<file path="src/rtl/pmod_pulse_timestamp_if.sv">
// Bundle of trigger inputs and timestamp-pulse outputs for pmod_pulse_timestamp.
// The ts_value/ts_valid signals exist only when PMOD_PULSE_TS_CAPTURE_EN is defined.
interface pmod_pulse_timestamp_if #(
  parameter int NUM_CH  = 2,
  parameter int PULSE_W = 16
);
  logic [NUM_CH-1:0]    trig;
  logic [PULSE_W-1:0]   pulse_len;
  logic [NUM_CH-1:0]    clr_ovf;
  logic [NUM_CH-1:0]    pmod_pin;
  logic [NUM_CH-1:0]    busy;
  logic [NUM_CH-1:0]    ovf;
`ifdef PMOD_PULSE_TS_CAPTURE_EN
  logic [NUM_CH*32-1:0] ts_value;
  logic [NUM_CH-1:0]    ts_valid;
`endif

  // Master drives triggers; slave is the pulse generator.
  modport master (
    output trig, pulse_len, clr_ovf,
`ifdef PMOD_PULSE_TS_CAPTURE_EN
    input  ts_value, ts_valid,
`endif
    input  pmod_pin, busy, ovf
  );

  modport slave (
    input  trig, pulse_len, clr_ovf,
`ifdef PMOD_PULSE_TS_CAPTURE_EN
    output ts_value, ts_valid,
`endif
    output pmod_pin, busy, ovf
  );
endinterface

</file>
<file path="src/rtl/pmod_pulse_timestamp.sv">
// Multi-channel active-low timestamp pulse generator with enforced gap, trigger queue
// and sticky overflow. Optional cycle-count capture when PMOD_PULSE_TS_CAPTURE_EN is defined.
module pmod_pulse_timestamp #(
  parameter int NUM_CH     = 2,
  parameter int PULSE_W    = 16,
  parameter int GAP_CYCLES = 100,
  parameter int PEND_MAX   = 3
) (
  input  logic                   sys_clock,
  input  logic                   reset,
  pmod_pulse_timestamp_if.slave  bus
);

  localparam int PEND_W = $clog2(PEND_MAX + 1);
  localparam int GAP_W  = (GAP_CYCLES > 1) ? $clog2(GAP_CYCLES) : 1;

  typedef enum logic [1:0] {IDLE, PULSE, GAP} state_e;

  // Shared reload value: a zero length still produces a one-cycle pulse.
  logic [PULSE_W-1:0] len_m1;
  assign len_m1 = (bus.pulse_len == '0) ? '0 : bus.pulse_len - PULSE_W'(1);

`ifdef PMOD_PULSE_TS_CAPTURE_EN
  logic [31:0] ts_cnt;

  always_ff @(posedge sys_clock or negedge reset) begin
    if (!reset) ts_cnt <= '0;
    else        ts_cnt <= ts_cnt + 32'd1;
  end
`endif

  for (genvar i = 0; i < NUM_CH; i++) begin : g_ch
    state_e             state;
    logic [PULSE_W-1:0] len_cnt;
    logic [GAP_W-1:0]   gap_cnt;
    logic [PEND_W-1:0]  pend;
    logic               pin_r;
    logic               busy_r;
    logic               ovf_r;
    logic               trig_i;
    logic               pend_full;
`ifdef PMOD_PULSE_TS_CAPTURE_EN
    logic [31:0]        ts_r;
    logic               ts_v_r;
`endif

    assign trig_i    = bus.trig[i];
    assign pend_full = (pend == PEND_W'(PEND_MAX));

    always_ff @(posedge sys_clock or negedge reset) begin
      if (!reset) begin
        state   <= IDLE;
        len_cnt <= '0;
        gap_cnt <= '0;
        pend    <= '0;
        pin_r   <= 1'b1;
        busy_r  <= 1'b0;
        ovf_r   <= 1'b0;
`ifdef PMOD_PULSE_TS_CAPTURE_EN
        ts_r    <= '0;
        ts_v_r  <= 1'b0;
`endif
      end else begin
        // NOTE: the overflow set further down is a later non-blocking write to
        // ovf_r, so it overrides this clear when both happen in one cycle.
        if (bus.clr_ovf[i]) ovf_r <= 1'b0;
`ifdef PMOD_PULSE_TS_CAPTURE_EN
        ts_v_r <= 1'b0;
`endif
        unique case (state)
          IDLE: begin
            if (trig_i) begin
              state   <= PULSE;
              len_cnt <= len_m1;
              pin_r   <= 1'b0;
              busy_r  <= 1'b1;
`ifdef PMOD_PULSE_TS_CAPTURE_EN
              ts_r    <= ts_cnt;
              ts_v_r  <= 1'b1;
`endif
            end
          end

          PULSE: begin
            if (trig_i) begin
              if (pend_full) ovf_r <= 1'b1;
              else           pend  <= pend + PEND_W'(1);
            end
            if (len_cnt == '0) begin
              state   <= GAP;
              pin_r   <= 1'b1;
              gap_cnt <= GAP_W'(GAP_CYCLES - 1);
            end else begin
              len_cnt <= len_cnt - PULSE_W'(1);
            end
          end

          GAP: begin
            if (gap_cnt == '0) begin
              // A trigger arriving as the gap expires takes the freed slot.
              if ((pend != '0) || trig_i) begin
                state   <= PULSE;
                len_cnt <= len_m1;
                pin_r   <= 1'b0;
                if ((pend != '0) && !trig_i) pend <= pend - PEND_W'(1);
`ifdef PMOD_PULSE_TS_CAPTURE_EN
                ts_r    <= ts_cnt;
                ts_v_r  <= 1'b1;
`endif
              end else begin
                state  <= IDLE;
                busy_r <= 1'b0;
              end
            end else begin
              gap_cnt <= gap_cnt - GAP_W'(1);
              if (trig_i) begin
                if (pend_full) ovf_r <= 1'b1;
                else           pend  <= pend + PEND_W'(1);
              end
            end
          end

          default: begin
            state  <= IDLE;
            pin_r  <= 1'b1;
            busy_r <= (pend != '0);
          end
        endcase
      end
    end

    assign bus.pmod_pin[i] = pin_r;
    assign bus.busy[i]     = busy_r;
    assign bus.ovf[i]      = ovf_r;
`ifdef PMOD_PULSE_TS_CAPTURE_EN
    assign bus.ts_value[32*i +: 32] = ts_r;
    assign bus.ts_valid[i]          = ts_v_r;
`endif
  end

endmodule

</file>
<file path="src/flat_wrapper.sv">
// flat-port wrapper written by rule: the top's interface ports become plain ports
module pmod_pulse_timestamp_flat 
#(
  parameter int NUM_CH     = 2,
  parameter int PULSE_W    = 16,
  parameter int GAP_CYCLES = 100,
  parameter int PEND_MAX   = 3
)
  (sys_clock, reset, bus_trig, bus_pulse_len, bus_clr_ovf, bus_pmod_pin, bus_busy, bus_ovf);
  pmod_pulse_timestamp_if #(.NUM_CH(NUM_CH), .PULSE_W(PULSE_W)) bus_i ();
  input  logic sys_clock;
  input  logic reset;
  input wire logic [$bits(bus_i.trig)-1:0] bus_trig;
  input wire logic [$bits(bus_i.pulse_len)-1:0] bus_pulse_len;
  input wire logic [$bits(bus_i.clr_ovf)-1:0] bus_clr_ovf;
  output wire logic [$bits(bus_i.pmod_pin)-1:0] bus_pmod_pin;
  output wire logic [$bits(bus_i.busy)-1:0] bus_busy;
  output wire logic [$bits(bus_i.ovf)-1:0] bus_ovf;
  assign bus_i.trig = bus_trig;
  assign bus_i.pulse_len = bus_pulse_len;
  assign bus_i.clr_ovf = bus_clr_ovf;
  assign bus_pmod_pin = bus_i.pmod_pin;
  assign bus_busy = bus_i.busy;
  assign bus_ovf = bus_i.ovf;
  pmod_pulse_timestamp #(.NUM_CH(NUM_CH), .PULSE_W(PULSE_W), .GAP_CYCLES(GAP_CYCLES), .PEND_MAX(PEND_MAX)) u_core (.sys_clock(sys_clock), .reset(reset), .bus(bus_i));
endmodule
</file>
<file path="config.mk">
export PLATFORM = sky130hd
export DESIGN_NAME = pmod_pulse_timestamp_flat
export DESIGN_NICKNAME = d
export VERILOG_FILES = /design/src/rtl/pmod_pulse_timestamp_if.sv /design/src/rtl/pmod_pulse_timestamp.sv /design/src/flat_wrapper.sv
export SDC_FILE = /design/constraint.sdc
export NUM_CORES = 1
export LEC_CHECK = 0
export ABC_AREA = 1
export BUFFER_PORTS_ARGS = -buffer_cell sky130_fd_sc_hd__buf_2
export CAP_MARGIN = 20
export CORE_MARGIN = 3
export CORE_UTILIZATION = 40
export CTS_CLUSTER_SIZE = 16
export DETAILED_ROUTE_END_ITERATION = 16
export GPL_TIMING_DRIVEN = 1
export PLACE_DENSITY = 0.63
export REMOVE_ABC_BUFFERS = 1
export SLEW_MARGIN = 20
export SYNTH_ARGS = -nofsm -noshare
export SYNTH_HDL_FRONTEND = slang
export SYNTH_SLANG_ARGS = --single-unit
</file>
<file path="constraint.sdc">
create_clock -name sys_clock -period 2.75 [get_ports sys_clock]
set_input_delay 0.4125 -clock sys_clock [delete_from_list [all_inputs] [get_ports sys_clock]]
set_output_delay 0.4125 -clock sys_clock [all_outputs]
set_load 0.05 [all_outputs]
</file>
==> results_dict.tcl, run 1 <==
set metrics [dict create \
    area_delta_synth_final_pct 10.5 \
    post-dp-hpwl_um 8570 \
    synth_top_cell_area_share 0.310 \
    crit_slowest_cell "dfrtp_1" \
    drv_cap 0 \
    ys_seq_area_frac 0.322 \
    ys_ff_latch 60 \
    relSlewSlack 0.456 \
    drt-initial-drc-count 311 \
    design_area_um2 5170 \
    fillers 1190 \
    path_max_fanout 13 \
    setup_tns_ps 0 \
    cts_resized 0 \
    wl_per_cell_um 13.0 \
    r2r_end "u_core.g_ch[0].len_cnt[13]" \
    path_buf_inv 2 \
    insertedDiodeCount 0 \
    drv_slew 0 \
    clkLatencyLatePin_ps 340 \
    tritoncts "yes" \
    utilization 0.464 \
    grt_max_degree 61 \
    power.total_mw 6.01 \
    portBuffers 27 \
    max_stage_delay_ps 370 \
    firstDrtPassIters 5 \
    cts_sinks 60 \
    synth_area_leaders "dfrtp_1 (31%), nand2_1 (20%), nand3_1 (9.6%), nor2_1 (7.6%), inv_1 (6.5%)" \
    rsz0062_at_grt "no" \
    numCtsBuffers 9 \
    io_pins 28 \
    drc 0 \
    r2r_setup_slack_ps 710 \
    cp-end-kind "register" \
    routed_wl_um 11600 \
    die_y_um 114 \
    layout_commonest_cell "nand2_1" \
    cp-start-kind "register" \
    syn_inst 734 \
    overflow 0 \
    multi_input_area_um2 2710 \
    hold_path.class "in -> async" \
    first_global_vias 4118 \
    cts-root-buf "clkbuf_16" \
    cpMostUsedCell "nand2_1" \
    synth_cell_types 32 \
    grt_pass1_wl_um 19800 \
    nets 797 \
    critical-path-top-delay-family "simple AND/OR/NAND/NOR gates" \
    start_util 0.420 \
    gp_congestion 0.884 \
    clkTransAtPathRegs_ps 60 \
    worstPathArrival_ps 2320 \
    ctsHoldBuffers 0 \
    rows 38 \
    crit_required_ps 3030 \
    postPlaceCellArea_um2 4870 \
    seq_area_um2 1500 \
    critical_path_class "reg -> reg" \
    syn_avg_cell_area_um2 6.37 \
    leakagePower_nw 2.71 \
    status "finished clean" \
    antenna_found_initial 0 \
    drive_above_1_share 0.0856 \
    fin_skew_ps 10.1 \
    r2r-start "u_core.g_ch[0].gap_cnt[0]" \
    powerDensity_nw_per_um2 1160 \
    vdd_drop_max_uv 382 \
    yosysWarnings 0 \
    setup_viol 0 \
    fin_crit_ps 2040 \
    reg2reg_depth 12 \
    final_cell_mix "nand2_1 (254), nor2_1 (95), nand3_1 (90)" \
    core_um2 11100 \
    drtAntennaViolNets 0 \
    fmax_mhz 490 \
    htreeDepth 3 \
    hold_viol 0 \
    die_w_um 114 \
    crit_chain "inv_1 > ha_1 > nand2_1 > nor2_2 > nand2_2 > nand2_1 > nand2_2 > inv_1 > nand2_1 > nor2_1 > nand2_1 > nand2_1" \
    holdWs_ps 241 \
    grt_usage 0.189 \
    cts_setup_buffers 0 \
    clock_path_buffers 2 \
    via_count 4581 \
    tightestPinTransition_ps 815 \
    yosysTopAreaCell "dfrtp_1" \
    fin_crit_sh 0.742 \
    synth_area_um2 4680 \
    vias_per_cell 5.10 \
    die_area_um2 13000 \
]
[worst max-delay path by stage]
stage / startpoint / to / slack, ps / depth (start not counted)
2_1_floorplan: u_core.g_ch[1].gap_cnt[0] / u_core.g_ch[1].len_cnt[14] / 950 / 10
3_3_place_gp: u_core.g_ch[0].gap_cnt[0] / u_core.g_ch[0].len_cnt[13] / 720 / 12
3_5_place_dp: bus_pulse_len[0] / u_core.g_ch[1].len_cnt[3] / 720 / 10
4_1_cts: u_core.g_ch[1].gap_cnt[0] / u_core.g_ch[1].len_cnt[4] / 690 / 10
5_1_grt: u_core.g_ch[0].gap_cnt[0] / u_core.g_ch[0].len_cnt[13] / 420 / 12
6_report: u_core.g_ch[0].gap_cnt[0] / u_core.g_ch[0].len_cnt[13] / 710 / 12
[report_power, final]
| group | switching (mW) | leakage (nW) | internal [mW] |
|---|---|---|---|
| Clock | 0.400 | 0.147 | 0.750 |
| Sequential | 0.418 | 0.717 | 1.33 |
| Combinational | 2.07 | 1.85 | 1.04 |
[through the flow]
step                      instances  setup slack [ps]
final                           899               709
after global routing            899               422
after CTS                       899               695
after detailed placement        883               717
after global placement          883               723
after floorplan                 711               950
[sequential cells by signal, indices dropped and copies added (netlist names)]
register	count
u_core.g_ch.pin_r	2
u_core.g_ch.len_cnt	32
u_core.g_ch.gap_cnt	14
u_core.g_ch.state	4
u_core.g_ch.ovf_r	2
u_core.g_ch.busy_r	2
u_core.g_ch.pend	4
[synth_stat cells]
cell / number
nand2_1: 254
nor2_1: 95
nand3_1: 90
inv_1: 81
dfrtp_1: 58
o21ai_0: 47
ha_1: 21
a21oi_1: 13
xor2_1: 13
buf_4: 7
clkbuf_1: 6
buf_6: 5
nand3b_1: 5
buf_2: 4
nand2_2: 4
nand4_1: 3
nor2_2: 3
nor3_1: 3
xnor2_1: 3
dfstp_2: 2
inv_2: 2
nand3_2: 2
nor2_4: 2
o21bai_1: 2
or2_2: 2
a21boi_0: 1
a22oi_1: 1
a2bb2oi_1: 1
buf_1: 1
nand2_4: 1
nor3b_2: 1
o21ai_2: 1
[worst register-to-register path, delay by kind of cell (launching register included)]
family / cells / cell delay [ps]
fa+ha+maj: 1 / 210
buf+inv: 2 / 190
flops: 1 / 370
simple gates: 9 / 1220
[per-layer routing]
layer | global-route usage | up-vias | routed length [um]
met3 | 0.0296 | 13 | 663
met4 | 0.0641 | 0 | 165
met1 | 0.276 | 2101 | 5700
li1 | - | 2348 | -
met2 | 0.285 | 119 | 5120
met5 | 0 | - | 0
[area by class of cell]
class                      count  area share
clock buffer                  14      0.0511
clock inverter                 2     0.00678
inverter                      83      0.0603
multi-input combinational    568       0.523
sequential                    60       0.291
tap                          140      0.0339
timing repair buffer          32      0.0334
[logic make-up (layout without fill, tap and decap cells)]
kind of cell	Yosys count	count (layout)	synth area share
AO/OA/AOI/OAI	66	66	0.0744
XOR/XNOR	16	16	0.0300
adder cells (fa/ha/maj)	21	21	0.0562
buffers and inverters	106	131	0.0998
flip-flops	60	60	0.322
AND/OR/NAND/NOR	465	465	0.418
No activity file was read; power rests on OpenSTA's default activity.
==> inputs of run 2 (changes only) <==
PLACE_DENSITY = 0.65   (was 0.63)
clock period = 1.76 ns   (was 2.75 ns; I/O delays follow)
==> run 2 against run 1 <==
  * Cell count is 4.3% higher
  * Critical path depth is 1 lower
  * Worst hold slack lost 50 ps
  * Combinational power increased by 97%
  * Global-route usage fell by 0.29 points
  * Sequential power is 54% higher
  * Sequential cell count stayed put
  * Count of clock-buffer cells in the layout increased by 1
  * Power increased by 76%
  * First-iteration DRC count down 17%
  * Critical path type unchanged
  * Largest power group unchanged
  * Highest routed layer is now met5
==> results_dict.tcl, run 2 (synthesis gave the netlist of run 1 again) <==
set metrics [dict create \
    fmax_mhz 589 \
    setup_tns_ps 0 \
    seqPwrFrac 0.256 \
    vdd_drop_max_uv 564 \
    layout_commonest_cell "nand2_1" \
    cts_sinks 60 \
    cp-end-kind "register" \
    overflow 0 \
    hold_path.class "in -> reg" \
    setup_viol 0 \
    grt_usage 0.186 \
    gp_congestion 0.938 \
    dpl.cell_count 910 \
    start_util 0.420 \
    tritoncts "yes" \
    rows 38 \
    reg_top3 "u_core.g_ch.len_cnt x32, u_core.g_ch.gap_cnt x14" \
    p_int_mw 5.59 \
    die_w_um 114 \
    path_max_fanout 5 \
    first_global_vias 4444 \
    drc 0 \
    stdcell_count 938 \
    htreeDepth 3 \
    drt-initial-drc-count 258 \
    utilization 0.512 \
    routed_wl_um 12000 \
    critical_path_class "reg -> reg" \
    switchingPower_mw 4.97 \
    final_cell_mix "nand2_1 (245), nand3_1 (83), nor2_1 (82)" \
    drv_slew 0 \
    fin_crit_sh 0.964 \
    grt_max_degree 48 \
    leakagePower_nw 2.94 \
    die_y_um 114 \
    io_pins 28 \
    r2r_setup_slack_ps 60 \
    clkLatencyLatePin_ps 330 \
    status "finished clean" \
    drtAntennaViolNets 0 \
    largest_reg_flops 32 \
    powerDensity_nw_per_um2 1850 \
    area_delta_synth_final_pct 21.9 \
    clock_path_buffers 2 \
    p_sw_frac 0.471 \
    crit_required_ps 2030 \
    portBuffers 27 \
    fin_crit_ps 1700 \
    wl_per_cell_um 12.8 \
    drv_cap 0 \
    grt_pass1_wl_um 20000 \
    numCtsBuffers 9 \
    cts-root-buf "clkbuf_16" \
    fin_skew_ps 4.47 \
    tightestPinTransition_ps 452 \
    worstPathArrival_ps 1960 \
    rsz0062_at_grt "yes" \
    antenna_found_initial 1 \
    core_um2 11100 \
    regMostFlops "u_core.g_ch.len_cnt" \
    die_area_um2 13000 \
    p_clk_frac 0.164 \
    via_count 4800 \
    hold_viol 0 \
    nets 836 \
    power.total_mw 10.6 \
    drive_above_1_share 0.178 \
    comb_power_share 0.580 \
    insertedDiodeCount 0 \
    relSlewSlack 0.697 \
    cp-start-kind "register" \
    firstDrtPassIters 6 \
    clkTransAtPathRegs_ps 50 \
    post-dp-hpwl_um 8850 \
    vias_per_cell 5.12 \
]
## run 2: timing repair
item / 4_1_cts / 5_1_grt
endpoints found under the hold margin: 12 / 0
pin swaps: 0 / 8
endpoints found under the setup margin: 13 / 53
gates resized for setup: 3 / 58
cloned: 0 / 2
buffers inserted: 0 / 9
hold buffers: 1 / 0
## run 2: path summary, 6_finish.rpt
kind | from | to | depth (start not counted)
worst max-delay path | u_core.g_ch[1].gap_cnt[1] | u_core.g_ch[1].len_cnt[13] | 11
worst min-delay path | bus_clr_ovf[1] | u_core.g_ch[1].ovf_r | 4
worst min register to register | u_core.g_ch[1].busy_r | u_core.g_ch[1].busy_r | 2
worst max register to register | u_core.g_ch[1].gap_cnt[1] | u_core.g_ch[1].len_cnt[13] | 11
max in group asynchronous | reset | u_core.g_ch[1].pin_r | 3
min in group asynchronous | reset | u_core.g_ch[0].pend[1] | 2
## run 2: area by class of cell
type                            instances  area, um^2
Timing Repair inverter                  1        6.26
Multi-Input combinational cell        568        2870
Tap cell                              140         175
Clock inverter                          1        5.00
Fill cell                            1094        5430
Clock buffer                           15         288
Timing Repair Buffer                   70         536
Inverter                               83         317
Sequential cell                        60        1500
## run 2: critical path: stages (launching register included)
cell,delay [ps]
dfrtp_1,390
inv_2,90
ha_4,140
nor3b_4,200
nand2_2,120
nand2_2,90
nand3_2,80
nor2_4,110
buf_12,140
buf_6,120
nand3_1,90
nand2_2,70
## run 2: power groups by stage
stage                     clock, mW  sequential [mW]  combinational, mW
after floorplan                   0             2.79               3.53
after global placement            0             2.65               5.33
after detailed placement          0             2.67               5.43
after CTS                      1.76             2.66               5.48
after global routing           1.80             2.79               6.90
final                          1.73             2.70               6.12
## run 2: layer usage
layer  track usage  vias to the layer above  wire length, um  share of wire
li1              -                     2442                -              -
met1         0.255                     2201             5580           0.46
met2         0.308                      141             5560           0.46
met3        0.0233                       14              741          0.062
met4        0.0570                        2              149          0.012
met5             0                        -               13         0.0011
## run 2: stage by stage
step	hold WS [ps]	setup WS, ps	instance area [um^2]
2_1_floorplan	-31.6	-40.4	4520
3_3_place_gp	203	23.9	5110
3_5_place_dp	211	-8.70	5110
4_1_cts	189	1.98	5420
5_1_grt	221	-57.6	5700
6_report	191	63.3	5700
==> inputs of run 3 (changes only) <==
BUFFER_PORTS_ARGS = -buffer_cell sky130_fd_sc_hd__clkbuf_2   (was -buffer_cell sky130_fd_sc_hd__buf_2)
MAX_ROUTING_LAYER = met4   (was unset)
==> run 3 against run 2 <==
  * Critical path depth unchanged
  * Combinational power decreased by 1%
  * Die area is the same
==> results_dict.tcl, run 3 (synthesis gave the netlist of run 1 again) <==
set metrics [dict create \
    drt-initial-drc-count 299 \
    reg2reg_depth 11 \
    grt_usage 0.195 \
    r2r_end "u_core.g_ch[1].len_cnt[1]" \
    reg_top3 "u_core.g_ch.len_cnt x32, u_core.g_ch.gap_cnt x14" \
    nets 834 \
    core_um2 11100 \
    grt_max_degree 49 \
    stdcell_count 936 \
    clkTransAtPathRegs_ps 50 \
    regMostFlops "u_core.g_ch.len_cnt" \
    setup_viol 0 \
    relSlewSlack 0.731 \
    rows 38 \
    crit_required_ps 2000 \
    io_pins 28 \
    holdPathEnd "u_core.g_ch[0].ovf_r" \
    cts-root-buf "clkbuf_16" \
    gp_congestion 0.983 \
    max_stage_delay_ps 390 \
    powerDensity_nw_per_um2 1850 \
    htreeDepth 3 \
    numCtsBuffers 9 \
    r2r_setup_slack_ps 80 \
    portBuffers 27 \
    hold_path.class "in -> reg" \
    via_count 4766 \
    die_area_um2 13000 \
    crit_start "u_core.g_ch[1].gap_cnt[1]" \
    overflow 0 \
    cp-start-kind "register" \
    start_util 0.420 \
    fin_crit_sh 0.957 \
    antenna_found_initial 0 \
    leakagePower_nw 2.92 \
    layout_commonest_cell "nand2_1" \
    rsz0062_at_grt "yes" \
    drc 0 \
    postPlaceCellArea_um2 5100 \
    area_delta_synth_final_pct 20.3 \
    dpl.cell_count 909 \
    wl_per_cell_um 12.9 \
    firstDrtPassIters 4 \
    fmax_mhz 594 \
    cp-end-kind "register" \
    status "finished clean" \
    critical_path_class "reg -> reg" \
    hold_start "bus_clr_ovf[0]" \
    vdd_drop_max_uv 617 \
    design_area_um2 5620 \
    setup_tns_ps 0 \
    routed_wl_um 12100 \
    hold_depth 4 \
    grt_pass1_wl_um 20300 \
    drv_slew 0 \
    drive_above_1_share 0.158 \
    path_max_fanout 5 \
    hold_viol 0 \
    die_w_um 114 \
    crit_chain "inv_2 > ha_4 > nor3b_4 > nand2_2 > nand2_2 > nand3_2 > nor2_4 > buf_12 > buf_12 > nand3_1 > o21ai_2" \
    tritoncts "yes" \
    clock_path_buffers 2 \
    post-dp-hpwl_um 8810 \
    tightestPinTransition_ps 402 \
    drtAntennaViolNets 0 \
    fin_skew_ps 7.66 \
    crit_slowest_cell "dfrtp_1" \
    drv_cap 0 \
    clkLatencyLatePin_ps 320 \
    final_cell_mix "nand2_1 (251), nand3_1 (89), nor2_1 (87)" \
    largest_reg_flops 32 \
    fin_crit_ps 1680 \
    vias_per_cell 5.09 \
    first_global_vias 4493 \
    insertedDiodeCount 0 \
    r2r-start "u_core.g_ch[1].gap_cnt[1]" \
    cts_sinks 60 \
    die_y_um 114 \
    worstPathArrival_ps 1930 \
]
[run 3: how the worst max path moves through the flow]
stage / slack, ps / to
CTS: 4 / u_core.g_ch[1].len_cnt[1]
global route: -6 / u_core.g_ch[0].pend[0]
global placement: 30 / u_core.g_ch[0].len_cnt[2]
finish: 80 / u_core.g_ch[1].len_cnt[1]
detailed placement: -30 / u_core.g_ch[0].gap_cnt[1]
floorplan: -40 / u_core.g_ch[1].len_cnt[14]
[run 3: layer usage]
layer | vias to the layer above | part of all wire | track usage | wire, um
li1 | 2429 | - | - | -
met1 | 2200 | 0.46 | 0.258 | 5600
met2 | 116 | 0.46 | 0.305 | 5620
met3 | 21 | 0.051 | 0.0365 | 619
met4 | 0 | 0.021 | 0.0594 | 250
met5 | - | 0 | - | 0
[run 3: area by class of cell]
| class | count | area [um^2] |
|---|---|---|
| clock buffer | 13 | 250 |
| multi-input combinational | 568 | 2820 |
| tap | 140 | 175 |
| fill | 1145 | 5500 |
| sequential | 60 | 1500 |
| clock inverter | 3 | 15.0 |
| timing repair buffer | 69 | 549 |
| inverter | 83 | 314 |
[run 3: where the power goes]
part | internal (mW) | leakage (nW) | switching [mW]
clock | 0.985 | 0.133 | 0.619
combinational | 2.42 | 2.07 | 3.64
sequential | 2.08 | 0.717 | 0.639
total | 5.49 | 2.92 | 4.90
[run 3: per-stage QoR]
stage	hold WS [ps]	power [mW]	utilization	setup slack, ps
after CTS	178	9.76	0.484	3.91
after detailed placement	205	8.07	0.459	-28.8
final	186	10.4	0.505	75.8
after global placement	195	7.93	0.459	27.4
after global routing	197	11.4	0.505	-5.59
after floorplan	-31.6	6.32	-	-40.4
[run 3: critical path, delay by kind of cell (launching register included)]
| kind | cells | cell delay, ps |
|---|---|---|
| simple gates | 6 | 690 |
| flops | 1 | 390 |
| buf+inv | 3 | 330 |
| compound gates | 1 | 80 |
| fa+ha+maj | 1 | 120 |
[run 3: what timing repair did]
action	CTS	global route
endpoints found under the setup margin	13	54
pin swaps	0	5
buffers inserted	0	7
gates resized for setup	3	36
hold buffers	1	0
cloned	0	3
endpoints found under the hold margin	11	0
